### config.mk
export PLATFORM = sky130hd
export DESIGN_NAME = setn_sequencer
export DESIGN_NICKNAME = d
export VERILOG_FILES = /design/src/rtl/setn_sequencer.sv
export SDC_FILE = /design/constraint.sdc
export NUM_CORES = 1
export LEC_CHECK = 0
export CAP_MARGIN = 20
export CORE_UTILIZATION = 50
export DETAILED_ROUTE_END_ITERATION = 12
export MAX_ROUTING_LAYER = met4
export PLACE_DENSITY = 0.76
export SLEW_MARGIN = 40
export SYNTH_ARGS = -nofsm -noshare
export SYNTH_HDL_FRONTEND = slang
export SYNTH_SLANG_ARGS = --single-unit
### constraint.sdc
create_clock -name CLK -period 1.8 [get_ports CLK]
set_input_delay 0.18 -clock CLK [delete_from_list [all_inputs] [get_ports CLK]]
set_output_delay 0.18 -clock CLK [all_outputs]
set_load 0.05 [all_outputs]
### src/rtl/setn_sequencer.sv
// setn_sequencer: active-low set sequencer for a downstream set-flop bank.
// Holds SETN_OUT low through reset release (synchronizer + stretch) and for
// fixed-width software set pulses; reports BUSY, DONE and dropped requests.
module setn_sequencer #(
  parameter int unsigned SYNC_STAGES = 2,
  parameter int unsigned STRETCH     = 4,
  parameter int unsigned PULSE_W     = 3
) (
  input  logic CLK,
  input  logic RN,
  input  logic REQ_SET,
  output logic SETN_OUT,
  output logic BUSY,
  output logic DONE,
  output logic DROP
);

  // The state register leaving RST_SYNC acts as the final synchronizer stage,
  // so only SYNC_STAGES-1 dedicated flops are needed ahead of it.
  localparam int unsigned SYNC_W = SYNC_STAGES - 1;
  localparam int unsigned CNT_W  = 8;

  localparam logic [CNT_W-1:0] STRETCH_LOAD = CNT_W'(STRETCH - 1);
  localparam logic [CNT_W-1:0] PULSE_LOAD   = CNT_W'(PULSE_W - 1);
  localparam logic [CNT_W-1:0] CNT_ONE      = CNT_W'(1);

  typedef enum logic [1:0] {
    RST_SYNC = 2'd0,
    RST_HOLD = 2'd1,
    IDLE     = 2'd2,
    SW_SET   = 2'd3
  } state_t;

  state_t            state;
  logic [SYNC_W-1:0] sync_q;
  logic [CNT_W-1:0]  cnt;

  // RN deassertion synchronizer: shifts ones in once RN is released
  always_ff @(posedge CLK or negedge RN) begin
    if (!RN) begin
      sync_q <= '0;
    end else begin
      sync_q <= SYNC_W'({sync_q, 1'b1});
    end
  end

  // Sequencer FSM with registered SETN_OUT/BUSY/DONE/DROP
  always_ff @(posedge CLK or negedge RN) begin
    if (!RN) begin
      state    <= RST_SYNC;
      cnt      <= '0;
      SETN_OUT <= 1'b0;
      BUSY     <= 1'b1;
      DONE     <= 1'b0;
      DROP     <= 1'b0;
    end else begin
      DONE <= 1'b0;
      DROP <= REQ_SET && (state != IDLE);
      case (state)
        RST_SYNC: begin
          if (sync_q[SYNC_W-1]) begin
            state <= RST_HOLD;
            cnt   <= STRETCH_LOAD;
          end
        end
        RST_HOLD, SW_SET: begin
          if (cnt == '0) begin
            state    <= IDLE;
            SETN_OUT <= 1'b1;
            BUSY     <= 1'b0;
            DONE     <= 1'b1;
          end else begin
            cnt <= cnt - CNT_ONE;
          end
        end
        IDLE: begin
          if (REQ_SET) begin
            state    <= SW_SET;
            cnt      <= PULSE_LOAD;
            SETN_OUT <= 1'b0;
            BUSY     <= 1'b1;
          end
        end
        default: begin
          state    <= RST_SYNC;
          cnt      <= '0;
          SETN_OUT <= 1'b0;
          BUSY     <= 1'b1;
        end
      endcase
    end
  end

endmodule

=== Word-level counts from Yosys, hierarchy flattened ===
Cells that the tools add are included.
Widths: inputs -> output; s select.

* Register bits after elaboration: 15
* Input bits: 3
* Logic and storage cells: 40
* Output and inout bits: 4

* Reductions and logical operators: 8
* $add $sub $neg: 1
* Equality and inequality tests: 8
* Muxes and demuxes: 16

{| class="wikitable"
|+ Operator list
! operator !! number
|-
| $mux 8 || 3
|-
| $pmux 8 s3 || 1
|-
| $ne 2x2->1 const B || 5
|-
| $reduce_and 3->1 || 3
|-
| $logic_not 8->1 || 1
|-
| $sub 8x1->8 const B || 1
|-
| $mux 1 || 6
|-
| $mux 2 || 3
|-
| $pmux 2 s3 || 1
|-
| $eq 2x2->1 const B || 2
|-
| $pmux 1 s2 || 2
|-
| $eq 2x1->1 const B || 1
|-
| $logic_not 2->1 || 1
|-
| $reduce_bool 2->1 || 1
|-
| $reduce_or 2->1 || 1
|-
| $logic_and 1x1->1 || 1
|}

=== Longest topological paths before layout ===
Gate-level depths: netlist (run 1).

* Depth after elaboration: 4
* Gate-level depth with buffers: 7
* Depth with buffers taken out: 6

=== Worst setup path before layout (run 1) ===
Ideal clock, no wire load.

* Kind: register to register
* Start: register cnt[2]
* End: register cnt[2]
* Arrival time: 1.471 ns
* Period minus slack after synthesis: 1.607 ns
* Path buffers: 1
* Stages on the path, launching flop included: 6
* Required time: 1.664 ns
* Setup time: 0.136 ns
* Setup slack: 0.193 ns
* Cell sequence: dfrtp_1 > or4_4 > o22ai_4 > buf_6 > or3_1 > a21oi_1

* Word-level cells in the longest chain between the ends: 3
* Elaborated cells on any way between the ends: 6
* Classes of those cells: add/sub (1); eq/ne (1); mux (2); reduce/logical (2)

{| class="wikitable"
|+ Ends and longest elaborated chain
! item !! RTL line !! RTL
|-
| from (decl) || 36 || <nowiki>logic [CNT_W-1:0] cnt;</nowiki>
|-
| from (signal assigned) || 73 || <nowiki>cnt <= cnt - CNT_ONE;</nowiki>
|-
| $sub 8x1->8 / $logic_not 8->1 (equally long branches) || 73, 67 ||
|-
| $mux 8 / $ne 2x2->1 (equally long branches) || -- ||
|-
| $pmux 8 s3 / $reduce_and 3->1 (equally long branches) || -- ||
|}

Several ways; a longest one is shown, not always the timed one. The select of a mux whose other input is x is not followed.
A chain may end at the register's enable or synchronous reset.

=== Worst setup path after layout (run 1) ===
* Start: register cnt[0]
* End: register cnt[3]

Same word-level chain as after synthesis.

==> results of run 1 <==
[repair_timing]
| action | in CTS | in global routing |
|---|---|---|
| gates resized for setup | 0 | 1 |
| hold buffers | 0 | 0 |
| endpoints found under the setup margin | 0 | 4 |
| buffers inserted | 0 | 3 |
[flip-flops by register name, summed over array words and instances (netlist names)]
register	count
BUSY	1
sync_q	1
DROP	1
DONE	1
SETN_OUT	1
cnt	8
state	2
[routing by layer]
metal,vias to the layer above,part of all wire,global-route usage
li1,264,-,-
met1,257,0.43,0.2626
met2,16,0.51,0.3238
met3,7,0.035,0.05682
met4,0,0.025,0.1207
met5,-,0,-
[power by group through the flow]
stage / logic (mW) / registers [mW] / clock network (mW)
global placement: 0.689 / 0.584 / 0
floorplan: 0.414 / 0.690 / 0
detailed placement: 0.711 / 0.598 / 0
CTS: 0.715 / 0.591 / 0.192
finish: 0.793 / 0.604 / 0.195
global route: 0.864 / 0.620 / 0.212
[cell type report]
class	count	area, um2	share of cell area
Sequential cell	15	376.6	0.4375
Multi-Input combinational cell	45	305.3	0.3547
Timing Repair Buffer	12	115.1	0.1337
Clock buffer	4	26.28	0.03052
Inverter	5	18.77	0.02180
Tap cell	15	18.77	0.02180
[worst paths after layout]
kind / to / slack [ns] / depth (start not counted)
min in group CLK: BUSY / 0.48 / 3
setup / recovery: cnt[3] / -0.02 / 7
hold reg to reg: SETN_OUT / 0.49 / 1
max in group asynchronous: cnt[6] / 1.11 / 1
setup reg to reg: cnt[3] / -0.02 / 7
hold / removal: cnt[3] / 0.28 / 1
[metrics by stage]
step           setup WS [ns]  setup TNS (ns)  instance area (um2)  hold slack (ns)
5_1_grt             -0.05302         -0.1349                860.8           0.3399
3_3_place_gp          0.1116               0                793.3           0.4748
2_1_floorplan         0.1930               0                705.7          -0.1156
6_report            -0.01565        -0.01565                860.8           0.2811
4_1_cts              0.08821               0                819.5           0.3181
3_5_place_dp         0.05770               0                793.3           0.4851
[cell usage in the layout (no fill, tap or decap), types with 2 or more instances in the layout]
cell type	synthesis	layout
or3_1	2	2
buf_4	0	6
ha_1	2	2
nand2_1	5	5
o21ai_1	3	3
o31ai_1	3	3
clkdlybuf4s50_1	0	5
a21oi_1	6	6
nor2_1	5	5
clkbuf_4	0	3
inv_1	4	4
nor2b_1	3	3
or4_1	3	3
dfrtp_1	14	14
[cell families after synthesis]
| group | after synthesis | share of synthesized area |
|---|---|---|
| compound gates | 17 | 0.1667 |
| xor+xnor | 1 | 0.01241 |
| fa+ha+maj | 2 | 0.03546 |
| buf+inv | 6 | 0.04254 |
| flops | 15 | 0.5337 |
| mux | 1 | 0.01596 |
| other cells | 1 | 0.005314 |
| simple gates | 23 | 0.1880 |
==> results.py, run 1 <==
metrics = {
    "final_layout": {
        "antennaDiodeCount": 0,
        "num-nets-final": 87,
        "fillerInstances": 106,
        "final_util": 0.6615,
        "area_growth_pct": 21.99,
        "instances_no_fill": 96,
        "drive_above_1_share": 0.2099,
    },
    "power": {
        "power_frac_clock": 0.123,
        "switchingPower_mw": 0.6683,
        "p_leak_nw": 0.3642,
        "pwr-share-seq": 0.379,
        "switching_share": 0.4199,
        "max-vdd-ir-drop_uv": 774.7,
        "internal_power_mw": 0.9231,
        "power_density_nw_per_um2": 1849,
        "comb_power_share": 0.498,
        "power_mw": 1.591,
    },
    "setup_path": {
        "critPathLaunchType": "register",
        "crit_required_ns": 2.02,
        "crit-reg2reg-launch": "cnt[0]",
        "worst-path-max-fanout": 14,
        "critical_path.cell_chain": "inv_1, ha_1, nand4bb_1, o22ai_4, buf_12, or4_1, a21oi_1",
        "max_stage_delay_ns": 0.47,
        "critPathKind": "reg2reg",
        "cp_num_buf_inv": 2,
        "cp.arrival_ns": 2.03,
        "crit_start": "cnt[0]",
        "crit_family": "simple AND/OR/NAND/NOR gates",
        "worst_path_max_delay_cell": "or4_1",
        "cp-end-kind": "register",
    },
    "floorplan": {
        "fp-row-count": 13,
        "initial_core_util": 0.5423,
        "die_area_um2": 1565,
        "io_pins": 7,
        "die_h_um": 39.57,
        "core_area_um2": 1301,
        "die_w_um": 39.57,
    },
    "synth": {
        "synthTopCellsByArea": "dfrtp_1 50%, a21oi_1 4.3%, dfstp_2 3.7%, ha_1 3.5%, o31ai_1 3.2%",
        "synth_top_area_share": 0.4965,
        "synthArstFlopShare": 1.000,
        "yosysTopAreaCell": "dfrtp_1",
        "synthMostInstantiatedCell": "dfrtp_1",
        "synth_flop_cell": "dfrtp_1",
        "synth_edf_count": 0,
        "synth_cells": 66,
        "synth-warning-count": 0,
        "netlist_area_um2": 705.7,
        "yosysUniqueCellTypes": 27,
        "synth_seq_cells": 15,
        "netlist_top_cells_count": "14 x dfrtp_1, 6 x a21oi_1, 5 x nand2_1, 5 x nor2_1, 4 x inv_1",
        "avgSynthCellArea_um2": 10.69,
        "syn_nets": 71,
        "yosysSeqAreaShare": 0.5337,
    },
    "timing": {
        "period_share": 1.009,
        "slew_headroom": 0.5706,
        "min_period_ns": 1.816,
        "hold_viol_final": 0,
        "tightest_slew_ns": 0.6421,
        "setup_violations": 1,
        "fin_worst_skew_ns": 0.004802,
        "drv_slew": 0,
        "fmax_ghz": 0.5508,
        "fin_ws_ns": -0.01565,
    },
    "drt": {
        "routedWlPerCell_um": 15.28,
        "route.detailed.drc": 0,
        "drtIter0Drc": 13,
        "wl_um": 1467,
        "vias": 544,
        "avgViaCountPerCell": 5.667,
        "drtPass1Iterations": 5,
        "ant_nets": 0,
    },
    "clock_tree": {
        "htree_num_levels": 1,
        "clk_path_buf_depth": 2,
        "tritoncts": "built",
        "cts_inserted_buffers": 3,
        "cts.sinks": 15,
        "cts-root-buf": "clkbuf_4",
        "insertion_delay_ns": 0.29,
        "clk_pin_slew_ns": 0.09,
    },
    "grt": {
        "grt_pass1_vias": 481,
        "grt_first_pass_wirelength_um": 2090,
        "grt_max_degree": 16,
        "grt_usage": 0.2162,
        "antenna_found_initial": 0,
        "grt-ovfl-total": 0,
    },
    "status": {
        "failed_checks": "setup timing",
        "status": "finished, violations left",
    },
    "placed_design": {
        "placed_cells": 89,
        "place_congestion": 0.8080,
        "dp_hpwl_um": 977,
        "port_buffers": 6,
    },
    "worst_hold_path": {
        "hold_class": "in2async",
    },
    "job": {
        "cap_violations": 0,
    },
}
No activity file was read; power rests on OpenSTA's default activity.
==> inputs of run 2 (changes only) <==
--- a/config.mk
+++ b/config.mk
@@ -8,7 +8,7 @@
 export CAP_MARGIN = 20
 export CORE_UTILIZATION = 50
 export DETAILED_ROUTE_END_ITERATION = 12
-export MAX_ROUTING_LAYER = met4
+export GPL_TIMING_DRIVEN = 0
 export PLACE_DENSITY = 0.76
 export SLEW_MARGIN = 40
 export SYNTH_ARGS = -nofsm -noshare
==> results.py, run 2 (synthesis results as in run 1) <==
metrics = {
    "final_layout": {
        "drive_above_1_share": 0.1579,
        "final_common_cell": "dfrtp_1",
        "finalInstanceArea_um2": 820.8,
        "top_regs": "cnt x8, state x2",
        "fillerInstances": 115,
        "largest_reg_flops": 8,
        "final_util": 0.6308,
        "largest-register": "cnt",
        "most-common-layout-cells": "13 x dfrtp_1, 6 x a21oi_1, 5 x nor2_1, 5 x nand2_1, 5 x clkdlybuf4s50_1",
        "num-nets-final": 82,
        "area_growth_pct": 16.31,
        "antennaDiodeCount": 0,
        "instances_no_fill": 91,
    },
    "setup_path": {
        "worst-path-max-fanout": 10,
        "critPathLaunchType": "register",
        "crit_required_ns": 1.95,
        "critPathKind": "reg2reg",
        "crit-reg2reg-launch": "cnt[2]",
        "crit_start": "cnt[2]",
        "ff2ff_setup_slack_ns": 0.09,
        "crit_end": "cnt[2]",
        "reg2regPathDepth": 5,
        "cp.arrival_ns": 1.86,
        "r2r-end": "cnt[2]",
        "cp-end-kind": "register",
    },
    "power": {
        "power_density_nw_per_um2": 1776,
        "max-vdd-ir-drop_uv": 864.9,
        "power_mw": 1.457,
        "p_leak_nw": 0.3464,
    },
    "grt": {
        "grt_usage": 0.2033,
        "grt-ovfl-total": 0,
        "grt_max_degree": 16,
        "grt_first_pass_wirelength_um": 1973,
        "grt_pass1_vias": 451,
        "antenna_found_initial": 0,
    },
    "timing": {
        "drv_slew": 0,
        "tightest_slew_ns": 0.6568,
        "min_period_ns": 1.713,
        "hold_viol_final": 0,
        "fin_setup_tns_ns": 0,
        "rsz0062_at_grt": "false",
        "whs_ns": 0.2978,
        "slew_headroom": 0.5607,
        "fin_worst_skew_ns": 0.004520,
        "period_share": 0.9515,
        "fin_ws_ns": 0.08733,
        "fmax_ghz": 0.5839,
        "setup_violations": 0,
    },
    "placed_design": {
        "port_buffers": 6,
        "pre_cts_slack_ns": 0.08337,
        "placed_cells": 87,
        "place_area_um2": 784.5,
        "place_congestion": 0.7220,
        "dp_hpwl_um": 905.1,
    },
    "drt": {
        "drtPass1Iterations": 3,
        "route.detailed.drc": 0,
        "ant_nets": 0,
        "drtIter0Drc": 7,
        "avgViaCountPerCell": 5.593,
        "vias": 509,
        "wl_um": 1220,
        "routedWlPerCell_um": 13.41,
    },
    "floorplan": {
        "die_w_um": 39.57,
        "die_h_um": 39.57,
        "io_pins": 7,
        "fp-row-count": 13,
        "initial_core_util": 0.5423,
        "core_area_um2": 1301,
        "die_area_um2": 1565,
    },
    "job": {
        "cap_violations": 0,
    },
    "clock_tree": {
        "htree_num_levels": 1,
        "clk_path_buf_depth": 2,
        "tritoncts": "built",
        "clk_pin_slew_ns": 0.08,
        "insertion_delay_ns": 0.28,
        "postCtsSetupBuffers": 0,
        "cts.sinks": 15,
        "cts-root-buf": "clkbuf_4",
        "cts_inserted_buffers": 3,
        "cts_hold_buf": 0,
    },
    "status": {
        "status": "finished clean",
    },
    "worst_hold_path": {
        "hold_class": "in2async",
    },
}
-- run 2: layout make-up --
type / count / area (um2) / share of cell area
timing repair buffer: 6 / 62.56 / 0.07622
tap: 15 / 18.77 / 0.02287
buffer: 1 / 11.26 / 0.01372
sequential: 15 / 377.9 / 0.4604
multi-input combinational: 45 / 305.3 / 0.3720
inverter: 5 / 18.77 / 0.02287
clock buffer: 4 / 26.28 / 0.03201
-- run 2: worst min path at each step --
| stage | startpoint | end | slack [ns] | depth (start not counted) |
|---|---|---|---|---|
| 5_1_grt | RN | cnt[5] | 0.36 | 1 |
| 2_1_floorplan | RN | DONE | -0.12 | 0 |
| 4_1_cts | RN | cnt[3] | 0.31 | 1 |
| 3_5_place_dp | BUSY | BUSY | 0.47 | 2 |
| 6_report | RN | cnt[3] | 0.30 | 1 |
| 3_3_place_gp | BUSY | BUSY | 0.47 | 2 |
-- run 2: repair_timing --
action,4_1_cts,5_1_grt
endpoints found under the hold margin,0,0
endpoints found under the setup margin,0,3
gates resized for setup,0,3
-- run 2: worst max-delay path, stage by stage, from the launching register on --
cell and delay (ns):
dfrtp_2 0.45, or4_4 0.58, o22ai_4 0.22, buf_6 0.18
or3_1 0.11, a21oi_1 0.06
-- run 2: routing by layer --
metal	up-vias	track usage	share of wire
li1	257	-	-
met1	247	0.2571	0.47
met2	3	0.3033	0.50
met3	2	0.03409	0.020
met4	0	0.1552	0.014
met5	-	0	0
-- run 2: power breakdown --
group / internal, mW / switching (mW)
Combinational: 0.287 / 0.379
Sequential: 0.485 / 0.121
Clock: 0.0860 / 0.0989
Total: 0.859 / 0.599
==> inputs of run 3 (changes only) <==
--- a/config.mk
+++ b/config.mk
@@ -6,10 +6,12 @@
 export NUM_CORES = 1
 export LEC_CHECK = 0
 export CAP_MARGIN = 20
-export CORE_UTILIZATION = 50
+export CORE_UTILIZATION = 35
+export CTS_BUF_LIST = sky130_fd_sc_hd__clkbuf_4 sky130_fd_sc_hd__clkbuf_8 sky130_fd_sc_hd__clkbuf_16
 export DETAILED_ROUTE_END_ITERATION = 12
+export GPL_ROUTABILITY_DRIVEN = 0
 export GPL_TIMING_DRIVEN = 0
-export PLACE_DENSITY = 0.76
+export PLACE_DENSITY = 0.58
 export SLEW_MARGIN = 40
 export SYNTH_ARGS = -nofsm -noshare
 export SYNTH_HDL_FRONTEND = slang
==> results.py, run 3 (synthesis results as in run 1) <==
metrics = {
    "clock_tree": {
        "cts_inserted_buffers": 3,
        "tritoncts": "built",
        "cts_hold_buf": 0,
        "cts-root-buf": "clkbuf_4",
        "insertion_delay_ns": 0.29,
        "clk_path_buf_depth": 2,
        "clk_pin_slew_ns": 0.09,
        "htree_num_levels": 1,
        "cts.sinks": 15,
    },
    "grt": {
        "grt_usage": 0.1447,
        "grt_max_degree": 16,
        "antenna_found_initial": 0,
        "grt-ovfl-total": 0,
        "grt_first_pass_wirelength_um": 2118,
        "grt_pass1_vias": 467,
    },
    "final_layout": {
        "antennaDiodeCount": 0,
        "drive_above_1_share": 0.1948,
        "fillerInstances": 179,
        "multi_input_area_um2": 321.6,
        "area_growth_pct": 21.99,
        "top_regs": "cnt x8, state x2",
        "regArea_um2": 377.9,
        "largest-register": "cnt",
        "num-nets-final": 83,
        "largest_reg_flops": 8,
        "final_common_cell": "dfrtp_1",
        "instances_no_fill": 102,
        "most-common-layout-cells": "13 x dfrtp_1, 6 x a21oi_1, 5 x nor2_1, 5 x nand2_1, 5 x clkdlybuf4s50_1",
    },
    "timing": {
        "slew_headroom": 0.5581,
        "drv_slew": 0,
        "fmax_ghz": 0.5853,
        "min_period_ns": 1.709,
        "fin_worst_skew_ns": 0.008726,
        "rsz0062_at_grt": "false",
        "fin_setup_tns_ns": 0,
        "hold_viol_final": 0,
        "period_share": 0.9492,
        "setup_violations": 0,
        "tightest_slew_ns": 0.6608,
    },
    "placed_design": {
        "dp_hpwl_um": 897.2,
        "port_buffers": 6,
        "placed_cells": 97,
    },
    "floorplan": {
        "io_pins": 7,
        "initial_core_util": 0.3917,
        "core_area_um2": 1802,
        "fp-row-count": 15,
        "die_area_um2": 2200,
        "die_w_um": 46.90,
        "die_h_um": 46.90,
    },
    "drt": {
        "wl_um": 1251,
        "ant_nets": 0,
        "vias": 504,
        "drtIter0Drc": 6,
        "route.detailed.drc": 0,
        "routedWlPerCell_um": 12.26,
        "drtPass1Iterations": 4,
        "avgViaCountPerCell": 4.941,
    },
    "setup_path": {
        "critPathLaunchType": "register",
        "cp-end-kind": "register",
        "r2r-end": "cnt[2]",
        "ff2ff_setup_slack_ns": 0.09,
        "crit-reg2reg-launch": "cnt[2]",
        "worst-path-max-fanout": 10,
        "crit_required_ns": 1.96,
        "reg2regPathDepth": 5,
        "cp.arrival_ns": 1.87,
        "critPathKind": "reg2reg",
    },
    "power": {
        "power_frac_clock": 0.137,
        "pwr-share-seq": 0.401,
        "power_density_nw_per_um2": 1789,
        "max-vdd-ir-drop_uv": 749.0,
        "switching_share": 0.4107,
        "internal_power_mw": 0.9078,
        "comb_power_share": 0.461,
        "switchingPower_mw": 0.6326,
        "p_leak_nw": 0.3569,
    },
    "status": {
        "status": "finished clean",
    },
    "job": {
        "cap_violations": 0,
    },
    "worst_hold_path": {
        "hold_class": "in2async",
    },
}
-- run 3: worst max-delay path, stage by stage (launching register included) --
cell and delay [ns]:
dfrtp_2 0.45, or4_4 0.58, o22ai_4 0.22, buf_6 0.17, or3_1 0.10, a21oi_1 0.06
-- run 3: area by class of cell --
cell class	instances	share of cell area
well taps	25	0.03634
repair buffers	7	0.08140
flip-flops and latches	15	0.4390
multi-input cells	45	0.3735
plain buffers	1	0.01308
clock buffers	4	0.03488
inverters	5	0.02180
-- run 3: timing repair --
item / in CTS / in global routing
buffers inserted: 0 / 1
endpoints found under the setup margin: 0 / 7
resized for setup: 0 / 4
-- run 3: routing by layer --
metal | vias to the layer above | GRT usage | routed length (um)
met2 | 10 | 0.2083 | 584
met5 | - | 0 | 0
li1 | 257 | - | -
met4 | 0 | 0.1200 | 31
met1 | 233 | 0.1899 | 599
met3 | 4 | 0.02308 | 35
-- run 3: worst max-delay path by stage --
stage	from	end	slack, ns
finish	cnt[2]	cnt[2]	0.09
global route	cnt[2]	cnt[2]	0.01
CTS	BUSY	BUSY	0.002
detailed placement	cnt[2]	cnt[2]	0.06
global placement	cnt[2]	cnt[2]	0.07
floorplan	cnt[2]	cnt[2]	0.19
-- run 3: per-stage QoR --
step                      hold slack, ns  area, um2    util  power (mW)  setup slack [ns]
after floorplan                  -0.1156      705.7       -       1.104            0.1930
after CTS                         0.3168      827.0  0.4590       1.488          0.002475
after global routing              0.3483      860.8  0.4778       1.648           0.01309
after detailed placement          0.4689      797.0  0.4424       1.275           0.05931
after global placement            0.4767      797.0  0.4424       1.255           0.07014
final                             0.2847      860.8  0.4778       1.540           0.09145
-- run 3: power groups by stage --
stage / Sequential (mW) / Combinational, mW / Clock, mW
global route: 0.641 / 0.780 / 0.227
detailed placement: 0.608 / 0.667 / 0
floorplan: 0.690 / 0.414 / 0
global placement: 0.603 / 0.652 / 0
CTS: 0.601 / 0.669 / 0.218
finish: 0.618 / 0.710 / 0.212
